$ cat config.mk
export PLATFORM = sky130hd
export DESIGN_NAME = bnn_host_sequencer
export DESIGN_NICKNAME = d
export VERILOG_FILES = /design/src/rtl/bnn_host_sequencer.sv
export SDC_FILE = /design/constraint.sdc
export NUM_CORES = 1
export LEC_CHECK = 0
export BUFFER_PORTS_ARGS = -buffer_cell sky130_fd_sc_hd__buf_2
export CORE_MARGIN = 2
export CORE_UTILIZATION = 49
export DETAILED_ROUTE_END_ITERATION = 8
export PLACE_DENSITY_LB_ADDON = 0.3
export SLEW_MARGIN = 20
export SYNTH_ARGS = -nofsm -noshare
export SYNTH_HDL_FRONTEND = slang
export SYNTH_SLANG_ARGS = --single-unit
$ cat constraint.sdc
create_clock -name clk_in -period 7.28 [get_ports clk_in]
set_clock_uncertainty 0.15 [all_clocks]
set_input_delay 1.092 -clock clk_in [delete_from_list [all_inputs] [get_ports clk_in]]
set_output_delay 1.092 -clock clk_in [all_outputs]
set_load 0.03 [all_outputs]
$ cat src/rtl/bnn_host_sequencer.sv
// bnn_host_sequencer
// Host-side driver for the 9-pin BNN column chip. A pass optionally fetches
// and bursts O_CH weights into the chip. It then clears the chip psums,
// streams activations and waits for the column pipeline to drain. Finally it
// pops O_CH sign-bit rows and returns them on a valid/ready result stream.
// Every chip pin is driven from a flop. The chip pins therefore trail the
// state that requested them by one cycle, and the pop capture follows the
// registered pop pin.

module bnn_host_sequencer #(
  parameter int O_CH         = 64,
  parameter int OUT_ROW_LEN  = 4,
  parameter int DRAIN_CYCLES = 67,
  parameter int NACT_W       = 16
) (
  input  logic                     clk_in,
  input  logic                     rst_in,
  input  logic                     start_in,
  input  logic                     cmd_load_w_in,
  input  logic [NACT_W-1:0]        cmd_nact_in,
  input  logic                     w_valid_in,
  input  logic [8:0]               w_data_in,
  output logic                     w_ready_out,
  input  logic                     a_valid_in,
  input  logic [8:0]               a_data_in,
  output logic                     a_ready_out,
  output logic                     res_valid_out,
  output logic [OUT_ROW_LEN-1:0]   res_data_out,
  output logic [$clog2(O_CH)-1:0]  res_ch_out,
  input  logic                     res_ready_in,
  output logic                     busy_out,
  output logic [8:0]               chip_data_out,
  output logic                     chip_load_out,
  output logic                     chip_valid_out,
  output logic                     chip_pop_out,
  output logic                     chip_rst_n_out,
  input  logic [OUT_ROW_LEN-1:0]   chip_sum_in
);

  localparam int CW = $clog2(O_CH);
  localparam int DW = $clog2(DRAIN_CYCLES + 1);
  localparam logic [CW-1:0] LAST_CH   = CW'(O_CH - 1);
  localparam logic [DW-1:0] LAST_DRAIN = DW'(DRAIN_CYCLES - 1);

  typedef enum logic [2:0] {
    IDLE, WFILL, WBURST, CLEAR, STREAM, DRAIN, POP, OUT
  } state_e;

  state_e              state_q, state_d;
  logic [CW-1:0]       idx_q, idx_d;        // fill / burst / pop-issue / output index
  logic [CW-1:0]       cap_q, cap_d;        // result capture index, follows the pop pin
  logic [NACT_W-1:0]   act_cnt_q, act_cnt_d;
  logic [NACT_W-1:0]   nact_q, nact_d;
  logic [DW-1:0]       drain_q, drain_d;

  logic                w_ready_q, w_ready_d;
  logic                a_ready_q, a_ready_d;
  logic                res_valid_q, res_valid_d;
  logic                busy_q, busy_d;
  logic [8:0]          chip_data_q, chip_data_d;
  logic                chip_load_q, chip_load_d;
  logic                chip_valid_q, chip_valid_d;
  logic                chip_pop_q, chip_pop_d;
  logic                chip_rst_n_q, chip_rst_n_d;

  logic [8:0]             wbuf [O_CH];
  logic [OUT_ROW_LEN-1:0] rbuf [O_CH];

  logic w_acc, a_acc, r_acc;
  assign w_acc = w_ready_q & w_valid_in;
  assign a_acc = a_ready_q & a_valid_in;
  assign r_acc = res_valid_q & res_ready_in;

  // Next-state and next-pin computation for the whole pass sequencer.
  always_comb begin
    // NOTE: every variable gets a default before the case so no path leaves it unassigned (no latches).
    state_d      = state_q;
    idx_d        = idx_q;
    cap_d        = cap_q;
    act_cnt_d    = act_cnt_q;
    nact_d       = nact_q;
    drain_d      = drain_q;
    chip_data_d  = '0;
    chip_load_d  = 1'b0;
    chip_valid_d = 1'b0;
    chip_pop_d   = 1'b0;
    chip_rst_n_d = 1'b1;

    if (chip_pop_q) cap_d = cap_q + 1'b1;

    case (state_q)
      IDLE: begin
        if (start_in) begin
          nact_d    = cmd_nact_in;
          idx_d     = '0;
          act_cnt_d = '0;
          state_d   = cmd_load_w_in ? WFILL : CLEAR;
        end
      end
      WFILL: begin
        if (w_acc) begin
          if (idx_q == LAST_CH) begin
            idx_d   = '0;
            state_d = WBURST;
          end else begin
            idx_d = idx_q + 1'b1;
          end
        end
      end
      WBURST: begin
        // The chip weight counter restarts whenever load drops, so the burst never pauses.
        chip_load_d = 1'b1;
        chip_data_d = wbuf[idx_q];
        if (idx_q == LAST_CH) begin
          idx_d   = '0;
          state_d = CLEAR;
        end else begin
          idx_d = idx_q + 1'b1;
        end
      end
      CLEAR: begin
        chip_rst_n_d = 1'b0;
        cap_d        = '0;
        act_cnt_d    = '0;
        drain_d      = '0;
        state_d      = (nact_q == '0) ? DRAIN : STREAM;
      end
      STREAM: begin
        if (a_acc) begin
          chip_valid_d = 1'b1;
          chip_data_d  = a_data_in;
          act_cnt_d    = act_cnt_q + 1'b1;
          if (act_cnt_q == nact_q - 1'b1) begin
            drain_d = '0;
            state_d = DRAIN;
          end
        end
      end
      DRAIN: begin
        if (drain_q == LAST_DRAIN) begin
          idx_d   = '0;
          state_d = POP;
        end else begin
          drain_d = drain_q + 1'b1;
        end
      end
      POP: begin
        chip_pop_d = 1'b1;
        if (idx_q == LAST_CH) begin
          idx_d   = '0;
          state_d = OUT;
        end else begin
          idx_d = idx_q + 1'b1;
        end
      end
      OUT: begin
        if (r_acc) begin
          if (idx_q == LAST_CH) begin
            idx_d   = '0;
            state_d = IDLE;
          end else begin
            idx_d = idx_q + 1'b1;
          end
        end
      end
      default: state_d = IDLE;
    endcase

    w_ready_d   = (state_d == WFILL);
    a_ready_d   = (state_d == STREAM);
    res_valid_d = (state_d == OUT);
    busy_d      = (state_d != IDLE);
  end

  // State, counters and every registered output; synchronous reset aborts a pass.
  always_ff @(posedge clk_in) begin
    // NOTE: sequential state uses non-blocking assignments so all flops update together at the edge.
    if (rst_in) begin
      state_q      <= IDLE;
      idx_q        <= '0;
      cap_q        <= '0;
      act_cnt_q    <= '0;
      nact_q       <= '0;
      drain_q      <= '0;
      w_ready_q    <= 1'b0;
      a_ready_q    <= 1'b0;
      res_valid_q  <= 1'b0;
      busy_q       <= 1'b0;
      chip_data_q  <= '0;
      chip_load_q  <= 1'b0;
      chip_valid_q <= 1'b0;
      chip_pop_q   <= 1'b0;
      chip_rst_n_q <= 1'b0;
    end else begin
      state_q      <= state_d;
      idx_q        <= idx_d;
      cap_q        <= cap_d;
      act_cnt_q    <= act_cnt_d;
      nact_q       <= nact_d;
      drain_q      <= drain_d;
      w_ready_q    <= w_ready_d;
      a_ready_q    <= a_ready_d;
      res_valid_q  <= res_valid_d;
      busy_q       <= busy_d;
      chip_data_q  <= chip_data_d;
      chip_load_q  <= chip_load_d;
      chip_valid_q <= chip_valid_d;
      chip_pop_q   <= chip_pop_d;
      chip_rst_n_q <= chip_rst_n_d;
    end
  end

  // Weight and result buffers: written on accepted words and on registered pop cycles.
  always_ff @(posedge clk_in) begin
    // NOTE: the buffers are deliberately not reset; a reset mid-pass keeps their contents and every pass rewrites them before use.
    if (w_acc) wbuf[idx_q] <= w_data_in;
    if (chip_pop_q) rbuf[cap_q] <= chip_sum_in;
  end

  assign w_ready_out    = w_ready_q;
  assign a_ready_out    = a_ready_q;
  assign res_valid_out  = res_valid_q;
  assign res_data_out   = rbuf[idx_q];
  assign res_ch_out     = idx_q;
  assign busy_out       = busy_q;
  assign chip_data_out  = chip_data_q;
  assign chip_load_out  = chip_load_q;
  assign chip_valid_out = chip_valid_q;
  assign chip_pop_out   = chip_pop_q;
  assign chip_rst_n_out = chip_rst_n_q;

endmodule

* After elaboration in Yosys (flattened, before gate mapping)
Memories as Yosys holds them, arrays and structs flattened. A register that Yosys moved wholly into a read port is not among the register bits.
Index checks and enable logic that the tools add are counted.
** Storage, ports and cells
- Register bits :: 71
- Output and inout port bits :: 27
- Memories :: 2
- Input bits :: 45
- Word-level logic and storage cells :: 99
- Memory bits (writable) :: 832
** Operators by class
- Eq/ne operators :: 20
- Bitwise gates (word level) :: 4
- $add $sub $neg :: 5
- Reductions and logical operators :: 13
- Multiplexer cells :: 40
** Memory list
- wbuf :: words 64, width 9, rd ports 1, clocked after Yosys merged registers in 1, write ports 1, line 66 : logic [8:0] wbuf [O_CH];
- rbuf :: words 64, width 4, rd ports 1, clocked after Yosys merged registers in 1, write ports 1, line 67 : logic [OUT_ROW_LEN-1:0] rbuf [O_CH];
** Operator list (count)
- $mux W6 :: 9
- $pmux W16 S3 :: 1
- $mux W16 :: 2
- $mux W3 :: 10
- $pmux W6 S5 :: 1
- $pmux W3 S8 :: 1
- $mux W7 :: 3
- $pmux W7 S3 :: 1
- $eq A3 B3 Y1 const B :: 6
- $pmux W9 S2 :: 1
- $add A16 B1 Y16 const B :: 1
- $eq A16 B16 Y1 :: 1
- $logic_not A16 Y1 :: 1
- $sub A16 B1 Y16 const B :: 1
- $ne A2 B2 Y1 const B :: 7
- $add A6 B1 Y6 const B :: 2
- $mux W1 :: 9
- $mux W9 :: 1
- $reduce_bool A3 Y1 :: 3
- $add A7 B1 Y7 const B :: 1
- $eq A7 B7 Y1 const B :: 1
- $eq A3 B1 Y1 const B :: 2
- $eq A3 B2 Y1 const B :: 2
- $eq A6 B6 Y1 const B :: 1
- 10 further kinds :: 14

* Depth between registers and ports, before layout
- Depth after elaboration :: 6
- Mapped depth :: 12
- Depth with buffers taken out :: 10

* Least setup slack after synthesis
OpenSTA, ideal clock, no wires.
- Path type :: register to output
- Start :: reg with a tool-made name
- End :: out res_data_out[0]
- Required time :: 6.038 ns
- Arrival time :: 2.926 ns
- Stages on the path, launching flop included :: 8
- Path slack :: 3.112 ns
- Buffers on the path :: 4
- Cells stage by stage :: dfxtp_1 -> clkbuf_1 -> clkbuf_1 -> buf_1 -> buf_1 -> mux4_2 -> mux4_2 -> mux4_2
** RTL lines
- end: declaration :: line 28 : output logic [OUT_ROW_LEN-1:0] res_data_out,

==> flow_summary.toml <==
[outcome]
status = "finished clean"

[sta]
rsz0062_at_grt = "false"
tns_ps = 0
finalCritPeriodShare = 0.704
slew_headroom = 0.229
slew_viol_final = 0
finalCriticalPeriod_ps = 5130
max_freq_mhz = 195
worst_slack_ps = 2150
finalSetupViolCount = 0
hold_viol = 0
worstMarginPinSlew_ps = 1150

[global_routing]
grt_pass1_wl_mm = 116
grt_usage = 0.211
grt_max_degree = 145
overflow = 0
antenna_found_initial = 1
grt_pass1_vias = 17800

[setup_path]
cp_cell_sequence = "buf_4 -> mux4_2 -> mux4_2 -> mux4_2 -> buf_2"
cp_common_cell = "mux4_2"
cp.depth = 5
reg2reg_depth = 6
path_delay_family = "multiplexers"
path_class = "reg -> out"
cp.required_ps = 6040
r2r_end = "chip_data_out[5]"
worstSetupStartpointType = "flop"
r2r_slack_ps = 2990
slowest_stage = "dfxtp_4"
worst-path-max-fanout = 37
max_stage_delay_ps = 840
endpoint_kind = "primary output"
endpoint = "res_data_out[3]"
critical_path_buf_inv_count = 2
cp_data_arrival_time_ps = 3880

[drt]
met3_length_mm = 6.36
drt_iter0_drc = 2056
totalWireLength_mm = 77.8
m1WireLength_mm = 32.2
vias_per_cell = 6.04
drc = 0
route.met2.wl_mm = 37.3
first_pass_iters = 7
drtAntennaViolNets = 0
dr.max_layer_used = "met4"
detail_route.wl_per_cell_um = 26.7
dr_total_vias = 17600

[placement]
gp_congestion = 0.810
portBuffers = 71
post_dp_cell_area_sq_um = 37200
hpwl_mm = 47.5
place_ws_ps = 2700

[die]
rows = 99
dieArea_sq_um = 75500
initial_utilization = 0.494
die_x_um = 275
io-pin-count = 72
dieHeight_um = 275
fp.coreArea_sq_um = 72800

[power_and_ir_drop]
ir_drop_mv = 0.217
clkPwrFrac = 0.419
pwr-share-seq = 0.509
pwr-share-comb = 0.072
p_leak_nw = 12.2
p_int_mw = 8.86
switching_power_mw = 2.48
swShare = 0.219
p_per_area_nw_per_um2 = 281

[yosys]
synth_ff_type = "edfxtp_1"
yosys.area.top_type = "edfxtp_1"
ys_ff_latch = 909
syn_nets = 1854
synth_common_cells = "edfxtp_1, mux4_2, nor2_1"
synth_edf_count = 832
synthCells = 1803
yosysTopAreaCellShare = 0.695
syn_avg_cell_area_sq_um = 19.9
yosysWarnings = 0
yosys.area_share.simple = 0.0495
synth_area_leaders = "edfxtp_1, mux4_2, dfxtp_1"
synth_compound_area_frac = 0.0145
synth_mux_area_frac = 0.172
synth_cell_type_count = 61
synth-seq-area-share = 0.738
synth_top_family_by_area = "multiplexers"
synth_xor_area_frac = 0.0102
synth_most_common_cell = "edfxtp_1"
synthAdderAreaFrac = 0.00209
ys_async_sr_fraction = 0
synth_area_sq_um = 35900

[clocking]
cts_hold_buf = 0
tritoncts = "built"
cts.path.max_buffers = 3
cts_setup_buffers = 0
clock_tree.root_cell = "clkbuf_16"
clock_latency_ps = 650
cts_resized = 0
cts_htree_levels = 3
cts-buffers-inserted = 92
path_clk_slew_ps = 60
numClockSinks = 909

[min_path]
hp-class = "reg -> reg"

[layout]
stdcell_area_sq_um = 40400
nNetsFinal = 1927
drive_gt1_frac = 0.273
fin_util = 0.554
area.growth.synth_to_final_pct = 12.3

[run]
maxCapViolCount = 0
worst min-delay path by stage:
stage / startpoint / to / slack (ps) / cells past startpoint
after floorplan: nact_q[15] / nact_q[15] / 310 / 2
after global placement: nact_q[15] / nact_q[15] / 330 / 2
after detailed placement: nact_q[15] / nact_q[15] / 330 / 2
after CTS: nact_q[15] / nact_q[15] / 330 / 2
after global routing: nact_q[15] / nact_q[15] / 360 / 2
final: nact_q[15] / nact_q[15] / 330 / 2
cell usage in the layout, fill, tap and decap left out, types with 16 or more instances in the layout:
master / Yosys / layout
xnor2_1: 23 / 23
nor3_1: 17 / 16
nor2_1: 185 / 175
clkinv_2: 0 / 18
xor2_1: 19 / 19
clkinv_1: 1 / 20
mux4_2: 273 / 273
buf_2: 18 / 60
edfxtp_1: 832 / 832
nand3_1: 20 / 20
clkbuf_1: 67 / 17
dfxtp_1: 77 / 73
buf_4: 2 / 22
a21oi_1: 33 / 33
nand2_1: 62 / 62
clkbuf_16: 0 / 92
routing by layer:
layer / GRT usage / vias to the layer above
met5: 0 / -
met4: 0.0650 / 0
met3: 0.0472 / 106
met2: 0.331 / 736
met1: 0.299 / 9269
li1: - / 7504
logic make-up (layout without fill, tap and decap cells):
kind of cell             count (synthesis)  after routing
XOR/XNOR                                42             42
other                                    0              1
adder cells (fa/ha/maj)                  6              6
flip-flops                             909            909
buffers and inverters                  118            270
AO/OA/AOI/OAI                           79             79
AND/OR/NAND/NOR                        372            372
multiplexers                           277            277
per-stage QoR:
stage | hold slack, ps | total power [mW] | std cells
finish | 334 | 11.3 | 2915
global route | 356 | 11.7 | 2914
CTS | 333 | 11.4 | 2914
detailed placement | 325 | 6.72 | 2741
global placement | 331 | 6.70 | 2741
floorplan | 307 | 6.46 | 1803
power by group through the flow:
stage               clock network [mW]  logic [mW]  registers, mW
floorplan                            0       0.612           5.85
finish                            4.75       0.822           5.78
global route                      5.05       0.884           5.78
global placement                     0       0.815           5.89
CTS                               4.82       0.834           5.78
detailed placement                   0       0.832           5.89
layout make-up:
class                   count  area [sq um]
inverters                  13          48.8
diodes                      1          2.50
flip-flops and latches    909         26500
clock buffers             110          2380
fillers                  5438         32500
multi-input cells         776          8970
well taps                 959          1200
repair buffers             84           505
clock inverters            63           706
worst reg2reg max path, cell delays in order, from the launching register on:
cell	delay [ps]
dfxtp_4	840
buf_12	590
buf_4	750
mux4_2	670
mux4_2	530
mux4_2	480
a22o_1	190
state kept, by name, summed over array words and instances (netlist names), named ones only:
register        cells
wbuf              576
state_q             3
chip_data_out       9
nact_q             16
res_ch_out          6
act_cnt_q          16
busy_out            1
rbuf              256
chip_load_out       1
chip_rst_n_out      1
res_valid_out       1
chip_pop_out        1
drain_q             7
w_ready_out         1
chip_valid_out      1
cap_q               6
a_ready_out         1
(Power assumes the default switching activity.)
